[config.mk]
export PLATFORM = sky130hd
export DESIGN_NAME = peripheral_mpram_tl_master
export DESIGN_NICKNAME = d
export VERILOG_FILES = /design/src/rtl/peripheral_biu_pkg.sv /design/src/rtl/peripheral_mpram_tl_timeout.sv /design/src/rtl/peripheral_mpram_tl_master.sv
export SDC_FILE = /design/constraint.sdc
export NUM_CORES = 1
export LEC_CHECK = 0
export CELL_PAD_IN_SITES_DETAIL_PLACEMENT = 1
export CELL_PAD_IN_SITES_GLOBAL_PLACEMENT = 2
export CORE_ASPECT_RATIO = 1.25
export CORE_MARGIN = 10
export CORE_UTILIZATION = 21
export DETAILED_ROUTE_END_ITERATION = 8
export GPL_ROUTABILITY_DRIVEN = 0
export PLACE_DENSITY = 0.72
export SLEW_MARGIN = 20
export SYNTH_ARGS = -nofsm -noshare
export SYNTH_HDL_FRONTEND = slang
export SYNTH_SLANG_ARGS = --single-unit
[constraint.sdc]
create_clock -name clk -period 1.5 [get_ports clk]
set_input_delay 0.3 -clock clk [delete_from_list [all_inputs] [get_ports clk]]
set_output_delay 0.3 -clock clk [all_outputs]
set_load 0.02 [all_outputs]
[src/rtl/peripheral_biu_pkg.sv]
// Shared bus-interface encodings (size, burst type, protection) and the
// single-transaction master FSM state type.
package peripheral_biu_pkg;

    typedef enum logic [2:0] {
        SIZE_BYTE  = 3'b000,
        SIZE_HWORD = 3'b001,
        SIZE_WORD  = 3'b010,
        SIZE_DWORD = 3'b011,
        SIZE_QWORD = 3'b100
    } biu_size_t;

    typedef enum logic [2:0] {
        BT_SINGLE = 3'b000,
        BT_INCR   = 3'b001,
        BT_WRAP4  = 3'b010,
        BT_INCR4  = 3'b011,
        BT_WRAP8  = 3'b100,
        BT_INCR8  = 3'b101,
        BT_WRAP16 = 3'b110,
        BT_INCR16 = 3'b111
    } biu_type_t;

    // Protection is a bit mask, not an enumeration.
    localparam logic [2:0] PROT_DATA        = 3'b000;
    localparam logic [2:0] PROT_PRIVILEGED  = 3'b001;
    localparam logic [2:0] PROT_NONSECURE   = 3'b010;
    localparam logic [2:0] PROT_INSTRUCTION = 3'b100;

    typedef enum logic [1:0] {
        ST_IDLE = 2'b00,
        ST_STB  = 2'b01,
        ST_WAIT = 2'b10
    } mpram_tl_state_t;

    function automatic logic state_is_busy(input mpram_tl_state_t st);
        return (st == ST_STB) || (st == ST_WAIT);
    endfunction

endpackage

[src/rtl/peripheral_mpram_tl_timeout.sv]
// Response-timeout counter for the MPRAM TL master; only compiled when
// PERIPHERAL_MPRAM_TIMEOUT_EN is defined.
`ifdef PERIPHERAL_MPRAM_TIMEOUT_EN
module peripheral_mpram_tl_timeout #(
    parameter int TIMEOUT = 255
) (
    input  logic clk,
    input  logic rst,
    input  logic i_clear,
    input  logic i_en,
    output logic o_expired
);
    localparam logic [15:0] LIMIT = 16'(TIMEOUT - 1);

    logic [15:0] r_count;

    // Cycle counter: restarts at each new strobe, saturates at the limit.
    always_ff @(posedge clk or negedge rst) begin
        if (!rst) begin
            r_count <= 16'd0;
        end else if (i_clear) begin
            r_count <= 16'd0;
        end else if (i_en && (r_count != LIMIT)) begin
            r_count <= r_count + 16'd1;
        end
    end

    // Fires during the TIMEOUT-th busy cycle so the registered err lands on the next.
    assign o_expired = i_en && (r_count == LIMIT);

endmodule
`endif

[src/rtl/peripheral_mpram_tl_master.sv]
// Single-outstanding bus master bridging a core request port to the BIU.
// Optional response timeout enabled by PERIPHERAL_MPRAM_TIMEOUT_EN.
module peripheral_mpram_tl_master
    import peripheral_biu_pkg::*;
#(
    parameter int XLEN    = 64,
    parameter int PLEN    = 64,
    parameter int TIMEOUT = 255
) (
    input  logic            clk,
    input  logic            rst,
    input  logic            req_i,
    input  logic            we_i,
    input  logic [2:0]      size_i,
    input  logic [2:0]      prot_i,
    input  logic            lock_i,
    input  logic [PLEN-1:0] addr_i,
    input  logic [XLEN-1:0] data_i,
    output logic            ready_o,
    output logic [XLEN-1:0] data_o,
    output logic            ack_o,
    output logic            err_o,
    output logic            biu_stb_o,
    input  logic            biu_stb_ack_i,
    input  logic            biu_d_ack_i,
    output logic [PLEN-1:0] biu_adri_o,
    input  logic [PLEN-1:0] biu_adro_i,
    output logic [2:0]      biu_size_o,
    output logic [2:0]      biu_type_o,
    output logic [2:0]      biu_prot_o,
    output logic            biu_lock_o,
    output logic            biu_we_o,
    output logic [XLEN-1:0] biu_d_o,
    input  logic [XLEN-1:0] biu_q_i,
    input  logic            biu_ack_i,
    input  logic            biu_err_i
);
    mpram_tl_state_t r_state, w_next_state;

    logic            r_stb, r_we, r_lock, r_ack, r_err;
    logic [PLEN-1:0] r_adr;
    logic [2:0]      r_size, r_prot;
    logic [XLEN-1:0] r_d, r_data;

    logic w_busy, w_accept, w_ack_evt, w_err_evt, w_drop_stb, w_capture;
    logic w_timeout;

    logic w_unused_inputs;
    assign w_unused_inputs = biu_d_ack_i ^ (^biu_adro_i);

`ifdef PERIPHERAL_MPRAM_TIMEOUT_EN
    peripheral_mpram_tl_timeout #(
        .TIMEOUT (TIMEOUT)
    ) u_timeout (
        .clk       (clk),
        .rst       (rst),
        .i_clear   (w_accept),
        .i_en      (w_busy),
        .o_expired (w_timeout)
    );
`else
    logic [15:0] w_unused_timeout;
    assign w_unused_timeout = 16'(TIMEOUT);
    assign w_timeout        = 1'b0;
`endif

    // State register.
    always_ff @(posedge clk or negedge rst) begin
        if (!rst) begin
            r_state <= ST_IDLE;
        end else begin
            r_state <= w_next_state;
        end
    end

    // Next-state logic; completion (ack/err/timeout) from STB skips WAIT.
    always_comb begin
        w_next_state = r_state;
        case (r_state)
            ST_IDLE: begin
                if (req_i) w_next_state = ST_STB;
                else       w_next_state = ST_IDLE;
            end
            ST_STB: begin
                if (w_ack_evt || w_err_evt) w_next_state = ST_IDLE;
                else if (biu_stb_ack_i)     w_next_state = ST_WAIT;
                else                        w_next_state = ST_STB;
            end
            ST_WAIT: begin
                if (w_ack_evt || w_err_evt) w_next_state = ST_IDLE;
                else                        w_next_state = ST_WAIT;
            end
            default: w_next_state = ST_IDLE;
        endcase
    end

    // Output decode; err beats a simultaneous ack, while ack beats a timeout.
    always_comb begin
        w_busy     = state_is_busy(r_state);
        w_accept   = (r_state == ST_IDLE) && req_i;
        w_err_evt  = w_busy && (biu_err_i || (w_timeout && !biu_ack_i));
        w_ack_evt  = w_busy && biu_ack_i && !biu_err_i;
        w_drop_stb = (r_state == ST_STB) && (biu_stb_ack_i || w_ack_evt || w_err_evt);
        w_capture  = w_ack_evt && !r_we;
    end

    // Output registers: request fields latched on accept, held until next accept.
    always_ff @(posedge clk or negedge rst) begin
        if (!rst) begin
            r_stb  <= 1'b0;
            r_we   <= 1'b0;
            r_lock <= 1'b0;
            r_adr  <= {PLEN{1'b0}};
            r_size <= 3'b000;
            r_prot <= 3'b000;
            r_d    <= {XLEN{1'b0}};
            r_data <= {XLEN{1'b0}};
            r_ack  <= 1'b0;
            r_err  <= 1'b0;
        end else begin
            r_ack <= w_ack_evt;
            r_err <= w_err_evt;
            if (w_accept) begin
                r_stb  <= 1'b1;
                r_we   <= we_i;
                r_lock <= lock_i;
                r_adr  <= addr_i;
                r_size <= size_i;
                r_prot <= prot_i;
                r_d    <= data_i;
            end else if (w_drop_stb) begin
                r_stb <= 1'b0;
            end
            if (w_capture) begin
                r_data <= biu_q_i;
            end
        end
    end

    assign ready_o    = (r_state == ST_IDLE);
    assign data_o     = r_data;
    assign ack_o      = r_ack;
    assign err_o      = r_err;
    assign biu_stb_o  = r_stb;
    assign biu_adri_o = r_adr;
    assign biu_size_o = r_size;
    assign biu_type_o = BT_SINGLE;
    assign biu_prot_o = r_prot;
    assign biu_lock_o = r_lock;
    assign biu_we_o   = r_we;
    assign biu_d_o    = r_d;

endmodule

==> After elaboration in Yosys (flattened, before gate mapping) <==
Cells that the tools add are included.
{ "totals": {"regBits": 205, "latch_bits": 0, "ramBits": 0, "rom_bits": 0, "input_bits": 271, "output_inout_bits": 207, "elab_cells": 34, "memories": 0} }
{ "classes": {"add_sub_neg": 0, "multipliers": 0, "div": 0, "order_cmp": 0, "eq_ne": 2, "n_shift": 0, "mux": 7, "bitwise": 0, "reduce_logical": 14} }
{ "op_table": {"columns": ["cell", "count"], "rows": [
  ["$logic_and A1 B1 Y1", 6],
  ["$mux W2", 3],
  ["$pmux W2 S3", 1],
  ["$logic_or A1 B1 Y1", 4],
  ["$mux W1", 3],
  ["$eq A2 B1 Y1 const B", 1],
  ["$eq A2 B2 Y1 const B", 1],
  ["$logic_not A1 Y1", 2],
  ["$logic_not A2 Y1", 1],
  ["$reduce_bool A2 Y1", 1]
]} }

==> Depth between registers and ports, before layout <==
Gate-level depths: netlist of the first run.
{ "depth": {"depth_word": 9, "mapped_depth": 6, "depth_no_buf": 4} }

==> Worst setup path after synthesis of the first run <==
OpenSTA, ideal clock, no wires.
{ "synth_path": {"path_type": "reg-to-reg", "start": "register r_state[0]", "end": "register r_adr[26], in the netlist biu_adri_o[26]", "setup_ns": 0.125, "arrival_time_ns": 1.556, "required_time_ns": 1.375, "setup_slack_ns": -0.181, "stages_incl_launch_ff": 7, "n_path_buf": 2, "synth_period_minus_slack_ns": 1.681, "path_cell_list": "dfrtp_1 > inv_1 > ha_1 > nand2_1 > buf_2 > buf_2 > mux2_2"} }
{ "synth_via": {"elab_chain_cells": 2} }
{ "synth_rtl": {"columns": ["item", "line", "source"], "rows": [
  ["from (decl)", "peripheral_mpram_tl_master.sv:38", "mpram_tl_state_t r_state, w_next_state;"],
  ["from (signal assigned)", "peripheral_mpram_tl_master.sv:72", "r_state <= w_next_state;"],
  ["$logic_not A2 Y1", null, null],
  ["named net ready_o", "peripheral_mpram_tl_master.sv:19", "output logic ready_o,"],
  ["$logic_and A1 B1 Y1", "peripheral_mpram_tl_master.sv:100", "w_accept = (r_state == ST_IDLE) && req_i;"],
  ["to (signal assigned)", "peripheral_mpram_tl_master.sv:113", "r_adr <= {PLEN{1'b0}};"],
  ["to (signal assigned)", "peripheral_mpram_tl_master.sv:127", "r_adr <= addr_i;"],
  ["to (decl)", "peripheral_mpram_tl_master.sv:41", "logic [PLEN-1:0] r_adr;"]
]} }
The timed path passes the listed nets, and every way through them passes these cells.
A chain may end at the register's enable or synchronous reset.

==> Final worst setup path of the first run <==
{ "layout_path": {"start": "register r_state[0]", "end": "register r_data[9], in the netlist data_o[9]"} }
{ "layout_via": {"elab_chain_cells": 5, "elab_cells_between_ends": 6, "classes_between": "eq/ne (2); reduce/logical (4)"} }
{ "layout_rtl": {"columns": ["item", "line", "source"], "rows": [
  ["$eq A2 B1 Y1 / $eq A2 B2 Y1 (equally long branches)", "peripheral_biu_pkg.sv:37", "return (st == ST_STB) || (st == ST_WAIT);"],
  ["$logic_or A1 B1 Y1 (*)", "peripheral_biu_pkg.sv:37", null],
  ["$logic_and A1 B1 Y1 (*) (2 in series)", "peripheral_mpram_tl_master.sv:102", "w_ack_evt = w_busy && biu_ack_i && !biu_err_i;"],
  ["$logic_and A1 B1 Y1 (*)", "peripheral_mpram_tl_master.sv:104", "w_capture = w_ack_evt && !r_we;"],
  ["to (signal assigned)", "peripheral_mpram_tl_master.sv:117", "r_data <= {XLEN{1'b0}};"],
  ["to (signal assigned)", "peripheral_mpram_tl_master.sv:135", "r_data <= biu_q_i;"],
  ["to (decl)", "peripheral_mpram_tl_master.sv:43", "logic [XLEN-1:0] r_d, r_data;"]
]} }
Mark *: on every way between the ends. The rest lies on a longest branch, timed or not.

==> results of run 1 <==
## layout by cell type (no fill, tap or decap)
cell type,netlist,layout
or3b_2,1,1
inv_2,0,2
nand2_8,0,3
buf_4,3,24
nor2_1,1,1
clkbuf_8,0,6
mux2_1,4,1
clkbuf_16,0,30
nor3_1,1,1
inv_1,3,1
nand2_1,2,1
dfrtp_1,205,205
conb_1,1,3
and4bb_4,1,2
o221ai_1,1,1
clkbuf_1,0,5
dlygate4sd3_1,0,1
clkdlybuf4s15_2,0,89
o21a_1,1,1
o22ai_1,1,1
a21oi_1,1,1
diode_2,0,2
and2_1,1,1
buf_8,0,2
mux2_2,136,136
buf_16,0,3
nand2b_1,1,1
buf_2,15,113
buf_6,0,12
buf_12,7,10
clkdlybuf4s50_1,0,203
mux2_4,60,63
dlymetal6s2s_1,0,1
ha_1,4,1
ha_4,0,3
## worst max path at each step
| stage | start | to | slack, ps |
|---|---|---|---|
| 2_1_floorplan | r_state[0] | data_o[10] | -120 |
| 3_3_place_gp | biu_err_i | data_o[7] | -370 |
| 3_5_place_dp | biu_err_i | data_o[29] | -380 |
| 4_1_cts | r_state[0] | data_o[5] | -200 |
| 5_1_grt | r_state[0] | data_o[30] | -230 |
| 6_report | r_state[0] | data_o[9] | -200 |
## cell usage after synthesis, drive strengths merged
master  instances
a21oi           1
and2            1
and4bb          1
buf            25
conb            1
dfrtp         205
ha              4
inv             3
mux2          200
nand2           2
nand2b          1
nor2            1
nor3            1
o21a            1
o221ai          1
o22ai           1
or3b            1
## sequential cells by signal, indices dropped and copies added (netlist names)
signal / count
ack_o: 1
biu_adri_o: 64
biu_d_o: 64
biu_lock_o: 1
biu_prot_o: 3
biu_size_o: 3
biu_stb_o: 1
biu_we_o: 1
data_o: 64
err_o: 1
r_state: 2
## per-layer routing
metal	share of wire [%]	GRT usage (%)
met5	0	0
met4	1.6	3.53
met3	7.4	3.86
met2	56	23.1
met1	36	12.0
## area by class of cell
type / instances / area (µm²) / area share (%)
Antenna cell: 2 / 5.00 / 0.0368
Sequential cell: 205 / 5130 / 37.7
Clock buffer: 35 / 713 / 5.24
Timing Repair Buffer: 464 / 4390 / 32.3
Tap cell: 486 / 608 / 4.47
Inverter: 3 / 11.3 / 0.0828
Multi-Input combinational cell: 222 / 2740 / 20.2
## through the flow
step / std cells / total power [mW]
after CTS: 1400 / 30.0
after floorplan: 452 / 17.5
after detailed placement: 1360 / 25.8
after global routing: 1417 / 31.6
final: 1417 / 29.9
after global placement: 1360 / 25.5
## what timing repair did
action	CTS	global route
endpoints found under the setup margin	399	188
pin swaps	0	2
hold buffers	1	0
resized for setup	727	62
setup buffers	3	5
gates cloned	1	10
endpoints found under the hold margin	125	0
## power groups by stage
stage / Combinational, mW / Sequential (mW) / Clock (mW)
2_1_floorplan: 4.31 / 13.2 / 0
3_3_place_gp: 15.7 / 9.78 / 0
3_5_place_dp: 15.9 / 9.92 / 0
4_1_cts: 14.5 / 9.84 / 5.67
5_1_grt: 15.6 / 10.2 / 5.86
6_report: 14.7 / 9.78 / 5.40
## critical path, cell delays in order (launching register included)
cell      delay, ps
dfrtp_1         350
inv_2            60
ha_4            290
and4bb_4        350
buf_12          200
mux2_4          310
## cells by family (layout without fill, tap and decap cells)
family | after synthesis | after routing | share of synthesized area, %
buffers and inverters | 28 | 502 | 3.12
AND/OR/NAND/NOR | 8 | 11 | 0.673
other | 1 | 5 | 0.0469
multiplexers | 200 | 200 | 31.0
flip-flops | 205 | 205 | 64.2
AO/OA/AOI/OAI | 4 | 4 | 0.344
adder cells (fa/ha/maj) | 4 | 4 | 0.626
==> reports/metrics.csv, run 1 <==
metric,value,unit
synth top area cells,"dfrtp_1, mux2_2, mux2_4",
Layout Utilization,36.3,%
Worst setup SP type,register,
final wirelength,30.7,mm
CTS tree,yes,
die area,0.0463,mm²
reg-to-reg endpoint,data_o[9],
R2R cell count,5,
HPWL after detailed placement,23.1,mm
Lkg Pwr,5.97,nW
CP Class,reg2reg,
combinational power share,49.1,%
Max Fclk,589,MHz
initial antenna violation count,3,
number of global-route vias before repair,6430,
PD cells,2200,mW/mm²
drt first pass iters,4,
crit path max fanout,16,
DR iter-0 viols,99,
post-route setup slack,-198,ps
largest net degree at the start of global routing,66,
Post-Syn Area,0.00799,mm²
Clock Latency Late Sink,520,ps
layout cells sized above 1,53.7,%
Core ar.,0.0375,mm²
Worst EP required,1900,ps
"Data arrival, critical path",2100,ps
initial core utilization,21.3,%
tightest hold margin,187,ps
root buf cell,clkbuf_16,
Ys Warns,0,
Max Cap Viol,0,
period utilization,113,%
synth unique cells,21,
Clock Power Share,18.1,%
CTS buffer count,24,
DIE HEIGHT,238,µm
Hold Path Class,in2async,
Slew Limit Fails,0,
Final Hold Viols,0,
Clock Skews,7.24,ps
Max rail drop VDD,0.937,mV
NumNets Final,1195,
post-route cell area,0.0136,mm²
grt ovf,0,
final setup violation count,131,
flop2flop setup slack,-200,ps
clk slew on worst S/H paths,60,ps
setup_tns,-10290,ps
DRC Markers,0,
final antenna-violating net count,0,
Vias/cell,3.95,
FF-to-FF Start,r_state[0],
FILL cells,3976,
RSZ-0062 raised after global routing,true,
first-pass GRT wire length,43.3,mm
Net Sw Frac,37.1,%
Crit. End Element,register,
Int Pwr,18.8,mW
normalized max-slew margin,52.5,%
cell taking the most area after synthesis,dfrtp_1,
Post-DP Area,0.0129,mm²
"Min Clock Period, post-route",1700,ps
Clock Tree Buf Depth,3,
violated checks,negative setup slack,
H-tree levels,1,
Yosys top cell area share,64.2,%
Worst-Margin Slew,711,ps
status,"finished, violations left",
Sink Count,205,
Synth Area per Inst,17.8,µm²
io pins,478,
routed via count,5601,
WL per Instance,21.6,µm
GR Util All Layers,12.0,%
Reg power frac,32.8,%
post-synthesis sequential area ratio,64.2,%
pre-CTS WS,-377,ps
Net Sw Power,11.1,mW
#FFs+latches synth,205,
Std-Cell Rows,79,
Layout area overhead,70.2,%
Port Buf Inserts,409,
Die X,194,µm
Gate Count Post-Synth,450,
Power figures use the tool's default switching activity.
==> run 2: changes to the inputs <==
- CORE_MARGIN: 10 -> default
- HOLD_SLACK_MARGIN: default -> 0.12
==> run 2 against run 1 <==
Effect of this change: the run still ends with negative setup slack left; highest routed layer is now met5; register-to-register slack about the same; critical path depth increased by 1; hold slack improved by 91 ps; core utilization increased by 1.3 points; power increased by 3.0%.
==> reports/metrics.csv, run 2 (synthesized netlist as in run 1, its figures left out) <==
metric,value,unit,change
Clock Tree Buf Depth,3,,unchanged
number of global-route vias before repair,6353,,-1.2%
Clock Latency Late Sink,520,ps,about the same
crit path max fanout,8,,-8
DIE HEIGHT,220,µm,-7.6%
CTS tree,yes,,
"Slowest-stage cell, CP",dfrtp_1,,
Core ar.,0.0374,mm²,-0.26%
Layout Utilization,37.6,%,+1.3 points
Lkg Pwr,6.28,nW,+5.1%
clk slew on worst S/H paths,60,ps,about the same
CP Class,reg2reg,,
Max Fclk,589,MHz,about the same
Std-Cell Rows,79,,unchanged
"critical path, cell by cell",inv_2 > ha_4 > and4bb_4 > buf_12 > clkbuf_16 > mux2_4,,
layout cells sized above 1,55.3,%,+1.5 points
post-route setup slack,-197,ps,+0.922 ps
root buf cell,clkbuf_16,,
Max rail drop VDD,0.965,mV,+3.0%
initial antenna violation count,1,,-2
DRC Markers,0,,unchanged
Crit path buffers/inverters,3,,+1
"Data arrival, critical path",2090,ps,about the same
Vias/cell,3.93,,-0.58%
DR iter-0 viols,127,,+28%
status,"finished, violations left",,
period utilization,113,%,about the same
grt ovf,0,,unchanged
final antenna-violating net count,0,,unchanged
WL per Instance,18.8,µm,-13%
Layout area overhead,76.0,%,
tightest hold margin,278,ps,+90.9 ps
die area,0.0388,mm²,-16%
Worst setup SP type,register,,
Ant. Diodes,0,,-2
largest net degree at the start of global routing,36,,-45%
Clock Skews,7.57,ps,+0.335 ps
first-pass GRT wire length,39.2,mm,-9.5%
"CP delay by family, top",buffers and inverters,,
violated checks,negative setup slack,,
Slew Limit Fails,0,,unchanged
Hold Path Class,in2async,,
Final Hold Viols,0,,unchanged
drt first pass iters,4,,unchanged
Max Cap Viol,0,,unchanged
final wirelength,27.0,mm,-12%
CTS buffer count,23,,-4.2%
Worst path max stage delay,360,ps,about the same
"commonest non-fill, non-tap cells in the layout","dfrtp_1, clkdlybuf4s50_1, buf_2, mux2_2, mux2_4",,
"Min Clock Period, post-route",1700,ps,-0.922 ps
Port Buf Inserts,409,,unchanged
H-tree levels,1,,unchanged
final std cells w/o fill,1436,,+1.3%
Die X,176,µm,-9.3%
initial core utilization,21.4,%,+0.056 points
io pins,478,,unchanged
Crit. End Element,register,,
PD cells,2190,mW/mm²,-0.45%
Worst EP required,1900,ps,about the same
HPWL after detailed placement,19.4,mm,-16%
RSZ-0062 raised after global routing,true,,
GR Util All Layers,13.4,%,+1.3 points
Sink Count,205,,unchanged
NumNets Final,1209,,+1.2%
final setup violation count,161,,+23%
dpl cells,1364,,+0.29%
routed via count,5643,,+0.75%
"most common cell after layout, fill and taps aside",dfrtp_1,,
-- run 2: report_power, final --
part           leakage (nW)  switching [mW]  internal [mW]
Sequential             2.43            1.51           8.34
Combinational          3.48            7.25           7.89
Clock                 0.370            2.40           3.35
Total                  6.28            11.2           19.6
-- run 2: worst reg2reg max path, delay by kind of cell (launching register included) --
kind                       cells  cell delay (ps)
and+or+nand+nor                1              260
adders and majority gates      1              270
buffers and inverters          3              410
DFF                            1              360
muxes                          1              290
-- run 2: routing by layer --
metal	routed length, µm	global-route usage [%]
met5	12	0
met4	597	4.22
met1	9830	14.3
met2	14600	25.3
met3	1970	3.31
-- run 2: final timing paths --
kind                              from              to  slack (ps)  depth (start not counted)
setup / recovery            r_state[1]      data_o[11]        -200                          6
hold / removal                     rst  biu_adri_o[13]         280                          2
setup reg to reg            r_state[1]      data_o[11]        -200                          6
hold reg to reg            biu_d_o[51]     biu_d_o[51]         500                          1
max in group asynchronous          rst      data_o[61]         690                          3
min in group clk            addr_i[36]  biu_adri_o[36]         390                          2
-- run 2: timing repair --
| item | in CTS | in global routing |
|---|---|---|
| gates resized for setup | 695 | 132 |
| endpoints found under the hold margin | 205 | 0 |
| setup endpoints to repair | 311 | 275 |
| hold buffers | 1 | 0 |
| buffers inserted | 13 | 7 |
| gates cloned | 8 | 5 |
-- run 2: through the flow --
stage               total power [mW]  instance area, µm²  TNS [ps]  worst slack (ps)
finish                          30.7               14100    -15550              -197
global route                    32.4               14100    -22930              -244
CTS                             31.3               14200    -17450              -214
detailed placement              25.7               13000    -46480              -379
global placement                25.4               13000    -42630              -348
floorplan                       17.5                8040     -7420              -123
-- run 2: final cells by class --
cell class | count | area (µm²)
Clock buffer | 31 | 676
Clock inverter | 10 | 96.3
Fill cell | 3887 | 23300
Multi-Input combinational cell | 219 | 2770
Sequential cell | 205 | 5130
Inverter | 3 | 11.3
Tap cell | 486 | 608
Timing Repair Buffer | 482 | 4770
